## config.mk

```make
export PLATFORM = sky130hd
export DESIGN_NAME = alu_input_sequencer_flat
export DESIGN_NICKNAME = d
export VERILOG_FILES = /design/src/rtl/alu_pkg.sv /design/src/rtl/alu_input_sequencer_if.sv /design/src/rtl/btn_edge_sync.sv /design/src/rtl/alu_input_sequencer.sv /design/src/flat_wrapper.sv
export SDC_FILE = /design/constraint.sdc
export NUM_CORES = 1
export LEC_CHECK = 0
export ABC_AREA = 1
export CAP_MARGIN = 20
export CORE_MARGIN = 2
export CORE_UTILIZATION = 42
export DETAILED_ROUTE_END_ITERATION = 7
export GPL_ROUTABILITY_DRIVEN = 0
export GPL_TIMING_DRIVEN = 0
export HOLD_SLACK_MARGIN = 0.06
export PLACE_DENSITY = 0.76
export SYNTH_ARGS = -nofsm -noshare
export SYNTH_HDL_FRONTEND = slang
export SYNTH_SLANG_ARGS = --single-unit
```

## constraint.sdc

```tcl
create_clock -name clk -period 1.1 [get_ports clk]
set_clock_uncertainty 0.05 [all_clocks]
set_input_delay 0.33 -clock clk [delete_from_list [all_inputs] [get_ports clk]]
set_output_delay 0.33 -clock clk [all_outputs]
set_load 0.01 [all_outputs]
```

## src/rtl/alu_pkg.sv

```systemverilog
// Shared types and constants for the ALU input sequencer: FSM state encoding,
// opcode width and bit positions of the {N,Z,C,V} flag vector.
package alu_pkg;

  localparam int OP_W   = 4;
  localparam int NZCV_W = 4;

  localparam int FLAG_N = 3;
  localparam int FLAG_Z = 2;
  localparam int FLAG_C = 1;
  localparam int FLAG_V = 0;

  typedef enum logic [2:0] {
    LOAD_A  = 3'd0,
    LOAD_B  = 3'd1,
    LOAD_OP = 3'd2,
    EXEC    = 3'd3,
    SHOW    = 3'd4
  } state_t;

endpackage

```

## src/rtl/alu_input_sequencer_if.sv

```systemverilog
// Operand/result bundle between the sequencer (master) and the combinational
// ALU (slave).
interface alu_input_sequencer_if #(
  parameter int WIDTH = 4
);
  import alu_pkg::*;

  logic [WIDTH-1:0]  a;
  logic [WIDTH-1:0]  b;
  logic [OP_W-1:0]   op;
  logic              alu_valid;
  logic [WIDTH-1:0]  alu_result;
  logic [NZCV_W-1:0] alu_nzcv;

  modport master (
    output a, b, op, alu_valid,
    input  alu_result, alu_nzcv
  );

  modport slave (
    input  a, b, op, alu_valid,
    output alu_result, alu_nzcv
  );

endinterface

```

## src/rtl/btn_edge_sync.sv

```systemverilog
// Two-flop synchronizer plus registered rising-edge detector for one raw button.
// Emits a single-cycle event on the third clock edge after the first high sample.
module btn_edge_sync (
  input  logic clk,
  input  logic rst_n,
  input  logic btn,
  output logic evt
);

  logic s1, s2, prev;
  logic live1, live2;
  logic armed;

  // A button already held when reset releases must not count as a press:
  // armed only sets once s2 carries a genuine post-reset low sample.
  always_ff @(posedge clk) begin
    if (!rst_n) begin
      s1    <= 1'b0;
      s2    <= 1'b0;
      prev  <= 1'b0;
      live1 <= 1'b0;
      live2 <= 1'b0;
      armed <= 1'b0;
      evt   <= 1'b0;
    end else begin
      // NOTE: non-blocking assignments let each flop take its neighbour's old value, forming a real shift chain.
      s1    <= btn;
      s2    <= s1;
      prev  <= s2;
      live1 <= 1'b1;
      live2 <= live1;
      if (live2 && !s2) armed <= 1'b1;
      evt   <= s2 & ~prev & armed;
    end
  end

endmodule

```

## src/rtl/alu_input_sequencer.sv

```systemverilog
// Steps the operator through loading A, B and the opcode from switches, fires
// one ALU cycle, then shows the captured result and flags until the next press.
module alu_input_sequencer
  import alu_pkg::*;
#(
  parameter int WIDTH = 4
) (
  input  logic                    clk,
  input  logic                    rst_n,
  input  logic [WIDTH-1:0]        sw,
  input  logic                    btn_next,
  input  logic                    btn_clear,
  alu_input_sequencer_if.master   alu,
  output logic [WIDTH-1:0]        res_q,
  output logic [NZCV_W-1:0]       flags_q,
  output logic [2:0]              state_o
);

  state_t state;
  logic   next_evt;
  logic   clear_evt;

  btn_edge_sync u_next_sync (
    .clk   (clk),
    .rst_n (rst_n),
    .btn   (btn_next),
    .evt   (next_evt)
  );

  btn_edge_sync u_clear_sync (
    .clk   (clk),
    .rst_n (rst_n),
    .btn   (btn_clear),
    .evt   (clear_evt)
  );

  // alu_valid is registered as "entering EXEC", so it is high for exactly that cycle.
  always_ff @(posedge clk) begin
    if (!rst_n) begin
      state         <= LOAD_A;
      alu.a         <= '0;
      alu.b         <= '0;
      alu.op        <= '0;
      alu.alu_valid <= 1'b0;
      res_q         <= '0;
      flags_q       <= '0;
    end else if (clear_evt) begin
      state         <= LOAD_A;
      alu.a         <= '0;
      alu.b         <= '0;
      alu.op        <= '0;
      alu.alu_valid <= 1'b0;
      res_q         <= '0;
      flags_q       <= '0;
    end else begin
      case (state)
        LOAD_A: begin
          if (next_evt) begin
            alu.a <= sw;
            state <= LOAD_B;
          end
        end
        LOAD_B: begin
          if (next_evt) begin
            alu.b <= sw;
            state <= LOAD_OP;
          end
        end
        LOAD_OP: begin
          if (next_evt) begin
            alu.op        <= sw[OP_W-1:0];
            alu.alu_valid <= 1'b1;
            state         <= EXEC;
          end
        end
        EXEC: begin
          res_q         <= alu.alu_result;
          flags_q       <= alu.alu_nzcv;
          alu.alu_valid <= 1'b0;
          state         <= SHOW;
        end
        SHOW: begin
          if (next_evt) state <= LOAD_A;
        end
        default: begin
          alu.alu_valid <= 1'b0;
          state         <= LOAD_A;
        end
      endcase
    end
  end

  assign state_o = state;

endmodule

```

## src/flat_wrapper.sv

```systemverilog
// flat-port wrapper written by rule: the top's interface ports become plain ports
module alu_input_sequencer_flat import alu_pkg::*;
#(
  parameter int WIDTH = 4
)
  (clk, rst_n, sw, btn_next, btn_clear, res_q, flags_q, state_o, alu_a, alu_b, alu_op, alu_alu_valid, alu_alu_result, alu_alu_nzcv);
  alu_input_sequencer_if #(.WIDTH(WIDTH)) alu_i ();
  input  logic clk;
  input  logic rst_n;
  input  logic [WIDTH-1:0] sw;
  input  logic btn_next;
  input  logic btn_clear;
  output logic [WIDTH-1:0] res_q;
  output logic [NZCV_W-1:0] flags_q;
  output logic [2:0] state_o;
  output wire logic [$bits(alu_i.a)-1:0] alu_a;
  output wire logic [$bits(alu_i.b)-1:0] alu_b;
  output wire logic [$bits(alu_i.op)-1:0] alu_op;
  output wire logic [$bits(alu_i.alu_valid)-1:0] alu_alu_valid;
  input wire logic [$bits(alu_i.alu_result)-1:0] alu_alu_result;
  input wire logic [$bits(alu_i.alu_nzcv)-1:0] alu_alu_nzcv;
  assign alu_a = alu_i.a;
  assign alu_b = alu_i.b;
  assign alu_op = alu_i.op;
  assign alu_alu_valid = alu_i.alu_valid;
  assign alu_i.alu_result = alu_alu_result;
  assign alu_i.alu_nzcv = alu_alu_nzcv;
  alu_input_sequencer #(.WIDTH(WIDTH)) u_core (.clk(clk), .rst_n(rst_n), .sw(sw), .btn_next(btn_next), .btn_clear(btn_clear), .alu(alu_i), .res_q(res_q), .flags_q(flags_q), .state_o(state_o));
endmodule
```

==> impl_metrics.yaml, run 1 <==
outcome:
  status: "finished with violations"
  violations: "negative setup slack"
sta:
  setup_tns_ps: -3200
  period_needed_ps: 1210
  max_slew_margin_pct: 82.2
  worst_slack_ps: -108
  fmax_mhz: 828
  fin_crit_sh_pct: 110
  setup_viol: 45
  finalHoldViolations: 0
  drv_slew: 0
  worst_slew_pin_slew_ps: 267
  rsz0062_at_grt: "true"
  whs_ps: 196
global_routing:
  grt_pass1_wl_um: 5220
  gr-usage-all-layers_pct: 19.1
  gr-total-overflow: 0
  grt_max_degree: 11
  antenna_found_initial: 0
  grt_pass1_vias: 1239
yosys:
  syn_avg_cell_area_um2: 7.23
  ys_warn_count: 0
  synth_flop_cell: "dfxtp_1"
  synth_common_cells: "nand2_1 (47), inv_1 (37), nor2_1 (37), dfxtp_1 (36), nand3_1 (11)"
  ys_top_cells_by_area: "dfxtp_1 (51%), nand2_1 (12%), inv_1 (9.8%)"
  yosysUniqueCellTypes: 17
  async_reset_ff_share_pct: 0
  synth_cells: 196
  ys_ff_latch: 36
  ys_seq_area_share_pct: 50.8
  synth-edff-count: 0
  yosysMostFrequentCell: "nand2_1"
  syn-num-nets: 212
  synth_area_um2: 1420
  synth_area_leader_cell: "dfxtp_1"
  synth_top_area_share_pct: 50.8
route:
  totalWireLength_um: 3620
  dr.pass1.iters: 4
  highest_layer: "met4"
  num_vias: 1408
  wl_per_cell_um: 11.8
  wl_met2_um: 1850
  wl_met3_um: 243
  wl_met1_um: 1400
  drc: 0
  ant_nets: 0
  viasPerCell: 4.60
  drt-initial-drc-count: 34
finish:
  num-fill-cells: 260
  fin_util_pct: 71.8
  final_cells: 306
  syn2layout_area_growth_pct: 66.4
  layout-drive-gt1-share_pct: 43.8
  nets: 275
  n_antenna_cell: 0
  finalInstanceArea_um2: 2360
clock_tree:
  cts.clk_slew.worst_paths_ps: 110
  hold_buffers: 0
  cts_buffers: 5
  clkSinkCount: 36
  cts_htree_levels: 2
  cts_buffer_depth: 2
  clk_latency_ps: 340
  clockRootBuffer: "clkbuf_4"
  cts_tree: "yes"
flow_run:
  drv_cap: 0
setup_path:
  cp_slowest_cell: "dfxtp_4"
  cp_slowest_stage_delay_ps: 370
  worstPathCellList: "buf_6"
  arrival_ps: 830
  path_delay_family: "flip-flops"
  start_kind: "register"
  critPathBufInv: 1
  startpoint: "u_core.state_o[2]"
  cp_max_fo: 2
  criticalPathCategory: "register to output pin"
  timing.rr.start: "u_core.state_o[1]"
  cp.required_ps: 720
  cp-end-kind: "output pin"
power_and_ir_drop:
  pwr-share-seq_pct: 59.2
  p_int_mw: 1.73
  power_leakage_nw: 1.10
  peakVddDrop_uv: 974
  p_clk_share_pct: 32.9
  comb_power_share_pct: 7.9
  p_sw_share_pct: 22.8
  power_density_nw_per_um2: 950
  power.switching_uw: 512
  total_power_mw: 2.24
min_path:
  min_path_type: "input pin to register"
  hold_start: "rst_n"
placement:
  dpl.hpwl_um: 1970
  port_buffers: 39
  dpl_worst_slack_ps: -649
  dpl.cell_count: 281
  dpl_cell_area_um2: 1890
floorplan:
  initial_core_util_pct: 43.2
  die_area_um2: 3860
  fp.dieW_um: 62.1
  die_h_um: 62.1
  rows: 21
  ios: 40
  core-area_um2: 3280
placed cells by master, fill, tap and decap left out, types with 5 or more instances in the layout:
cell type / count
clkdlybuf4s50_1: 14
dfxtp_2: 23
clkbuf_4: 5
nand2_1: 42
inv_1: 32
nand4_1: 5
buf_6: 36
nor2_4: 9
nand3_1: 5
nand3_2: 6
dfxtp_1: 11
buf_4: 7
nor2_1: 28
nor2_2: 6
flip-flops by register name, summed over array words and instances, names as in the netlist, 3 cells and up:
signal	flops
u_core.alu.b	4
u_core.res_q	4
u_core.alu.a	4
u_core.state_o	3
u_core.flags_q	4
u_core.alu.op	4
layer usage:
metal	GRT usage (%)	vias up
met5	0	-
met4	10.9	0
met3	8.28	15
met2	31.3	46
met1	20.5	645
li1	-	702
cells by family (layout without fill, tap and decap cells):
family | Yosys count | after routing | synth area share [%]
AOI/OAI and AO/OA | 5 | 5 | 2.21
buffers and inverters | 44 | 108 | 12.5
DFF | 36 | 36 | 50.8
and+or+nand+nor | 111 | 111 | 34.4
what timing repair did:
| item | 4_1_cts | 5_1_grt |
|---|---|---|
| setup endpoints to repair | 48 | 46 |
| gates resized for setup | 177 | 24 |
| gates cloned | 2 | 1 |
| buffers inserted | 10 | 5 |
| pin swaps | 6 | 19 |
worst paths after layout:
path	end	slack, ps	depth (start not counted)
worst max-delay path	state_o[2]	-110	1
worst min-delay path	u_core.u_next_sync.live1	200	1
worst max register to register	u_core.alu.op[2]	-100	8
worst min register to register	u_core.u_next_sync.evt	330	1
power by group through the flow:
stage          combinational [mW]  clock [mW]  sequential, mW
6_report                    0.177       0.738            1.33
5_1_grt                     0.194       0.827            1.33
4_1_cts                     0.164       0.755            1.33
3_5_place_dp                0.135           0            1.36
3_3_place_gp                0.133           0            1.36
2_1_floorplan              0.0623           0            1.36
layout make-up:
type                       count  area [um2]  share of cell area, %
sequential                    36         757                   32.1
tap                           46        57.6                   2.44
timing repair buffer          57         618                   26.2
clock buffer                   8        58.8                   2.49
inverter                      38         160                   6.79
multi-input combinational    116         638                   27.1
buffer                         5        68.8                   2.92
No activity file was read; power rests on OpenSTA's default activity.
==> inputs of run 2 (changes only) <==
- CORE_MARGIN: 2 -> not set
- PLACE_DENSITY: 0.76 -> not set
- PLACE_DENSITY_LB_ADDON: not set -> 0.25
==> run 2 against run 1 <==
Against the previous run: the flow still finishes with violations (negative setup slack); sequential cell count is the same; first-iteration DRC count grew 8.8%; critical path depth grew 7; design area increased by 0.32%; fmax decreased by 1.4%; via count down 4.3%; largest cell class unchanged; largest power group unchanged.
==> impl_metrics.yaml, run 2 (synthesis gave the netlist of run 1 again) <==
outcome:
  status: "finished with violations"
  violations: "negative setup slack"
route:
  totalWireLength_um: 3490
  drc: 0
  dr.pass1.iters: 4
  drt-initial-drc-count: 37
  viasPerCell: 4.46
  num_vias: 1347
  ant_nets: 0
  wl_per_cell_um: 11.5
global_routing:
  antenna_found_initial: 0
  gr-total-overflow: 0
  grt_max_degree: 14
  grt_pass1_wl_um: 5490
  grt_pass1_vias: 1262
  gr-usage-all-layers_pct: 21.3
sta:
  worst_slew_pin_slew_ps: 263
  setup_viol: 46
  drv_slew: 0
  period_needed_ps: 1220
  finalHoldViolations: 0
  fin_crit_sh_pct: 111
  worst_slack_ps: -124
  rsz0062_at_grt: "true"
  max_slew_margin_pct: 82.4
  fmax_mhz: 817
min_path:
  min_path_type: "input pin to register"
  whs_path_depth: 1
  min_to: "u_core.u_next_sync.live1"
  hold_start: "rst_n"
power_and_ir_drop:
  power_leakage_nw: 1.08
  peakVddDrop_uv: 857
  power_density_nw_per_um2: 939
finish:
  finalInstanceArea_um2: 2370
  fin_util_pct: 75.6
  layout-drive-gt1-share_pct: 49.2
  num-fill-cells: 240
  nets: 273
  syn2layout_area_growth_pct: 66.9
  final_cells: 302
  layout_common_cells: "buf_6 (38), inv_1 (33), nand2_1 (30)"
  n_antenna_cell: 0
  layout_commonest_cell: "buf_6"
clock_tree:
  cts_tree: "yes"
  cts.clk_slew.worst_paths_ps: 120
  cts_htree_levels: 2
  clkSinkCount: 36
  clk_latency_ps: 350
  cts_buffer_depth: 2
  clockRootBuffer: "clkbuf_4"
  cts_buffers: 5
placement:
  dpl.hpwl_um: 1930
  port_buffers: 39
  dpl_cell_area_um2: 1890
  dpl_worst_slack_ps: -655
  dpl.cell_count: 279
floorplan:
  core-area_um2: 3130
  rows: 20
  die_area_um2: 3610
  die_h_um: 60.1
  fp.dieW_um: 60.1
  ios: 40
  initial_core_util_pct: 45.3
setup_path:
  cp.required_ps: 1300
  start_kind: "register"
  r2r_cells: 8
  reg2reg_slack_ps: -120
  cp_slowest_stage_delay_ps: 370
  critPathBufInv: 4
  criticalPathCategory: "register to register"
  rr_endpoint: "u_core.alu.op[2]"
  cp-end-kind: "register"
  arrival_ps: 1420
  path_delay_family: "flip-flops"
  cp_slowest_cell: "dfxtp_4"
  timing.rr.start: "u_core.state_o[1]"
  crit_top_cell: "buf_6"
  cp_max_fo: 4
  worstPathCellList: "buf_6 -> inv_4 -> nor2_4 -> buf_6 -> buf_6 -> nand3_2 -> nand2_2 -> nor2_2"
flow_run:
  drv_cap: 0
run 2: power by group:
group	switching (mW)	total, mW	leakage [nW]	internal [mW]
Clock	0.467	0.720	0.0317	0.253
Combinational	0.0838	0.176	0.747	0.0920
Sequential	0.00830	1.33	0.306	1.32
Total	0.559	2.22	1.08	1.66
run 2: layout make-up:
| cell class | count | area, um2 | area share [%] |
|---|---|---|---|
| well taps | 44 | 55.1 | 2.33 |
| flip-flops and latches | 36 | 757 | 32.0 |
| multi-input cells | 116 | 684 | 28.9 |
| repair buffers | 55 | 597 | 25.2 |
| inverters | 38 | 153 | 6.45 |
| clock inverters | 3 | 22.5 | 0.952 |
| clock buffers | 5 | 37.5 | 1.59 |
| plain buffers | 5 | 60.1 | 2.54 |
run 2: how the worst max path moves through the flow:
stage                       from                end  slack, ps  depth (start not counted)
4_1_cts        u_core.state_o[2]         state_o[2]       -120                          1
2_1_floorplan  u_core.state_o[1]  u_core.flags_q[2]         10                          6
5_1_grt        u_core.state_o[2]    u_core.alu.a[0]       -200                          6
3_3_place_gp               rst_n    u_core.alu.b[0]       -610                          7
6_report       u_core.state_o[1]   u_core.alu.op[2]       -120                          8
3_5_place_dp               rst_n    u_core.res_q[0]       -650                          7
run 2: through the flow:
stage / setup TNS (ps) / power, mW / hold slack, ps
3_5_place_dp: -19440 / 1.49 / 330
4_1_cts: -3520 / 2.23 / 168
3_3_place_gp: -18340 / 1.49 / 330
2_1_floorplan: 0 / 1.42 / 308
6_report: -4000 / 2.22 / 179
5_1_grt: -6290 / 2.33 / 152
run 2: what timing repair did:
item | in CTS | in global routing
setup buffers | 13 | 2
endpoints found under the setup margin | 48 | 46
gates cloned | 3 | 0
pin swaps | 10 | 24
resized for setup | 184 | 31
hold buffers | 0 | 0
run 2: worst reg2reg max path, cell delays in order, from the launching register on:
cell	delay, ps
dfxtp_4	370
buf_6	120
inv_4	40
nor2_4	140
buf_6	110
buf_6	100
nand3_2	80
nand2_2	90
nor2_2	40
run 2: layer usage:
layer  GRT usage (%)  routed length, um
met1            22.8               1340
met4            10.3                 89
met5               0                  0
met2            38.1               1890
met3            6.06                164
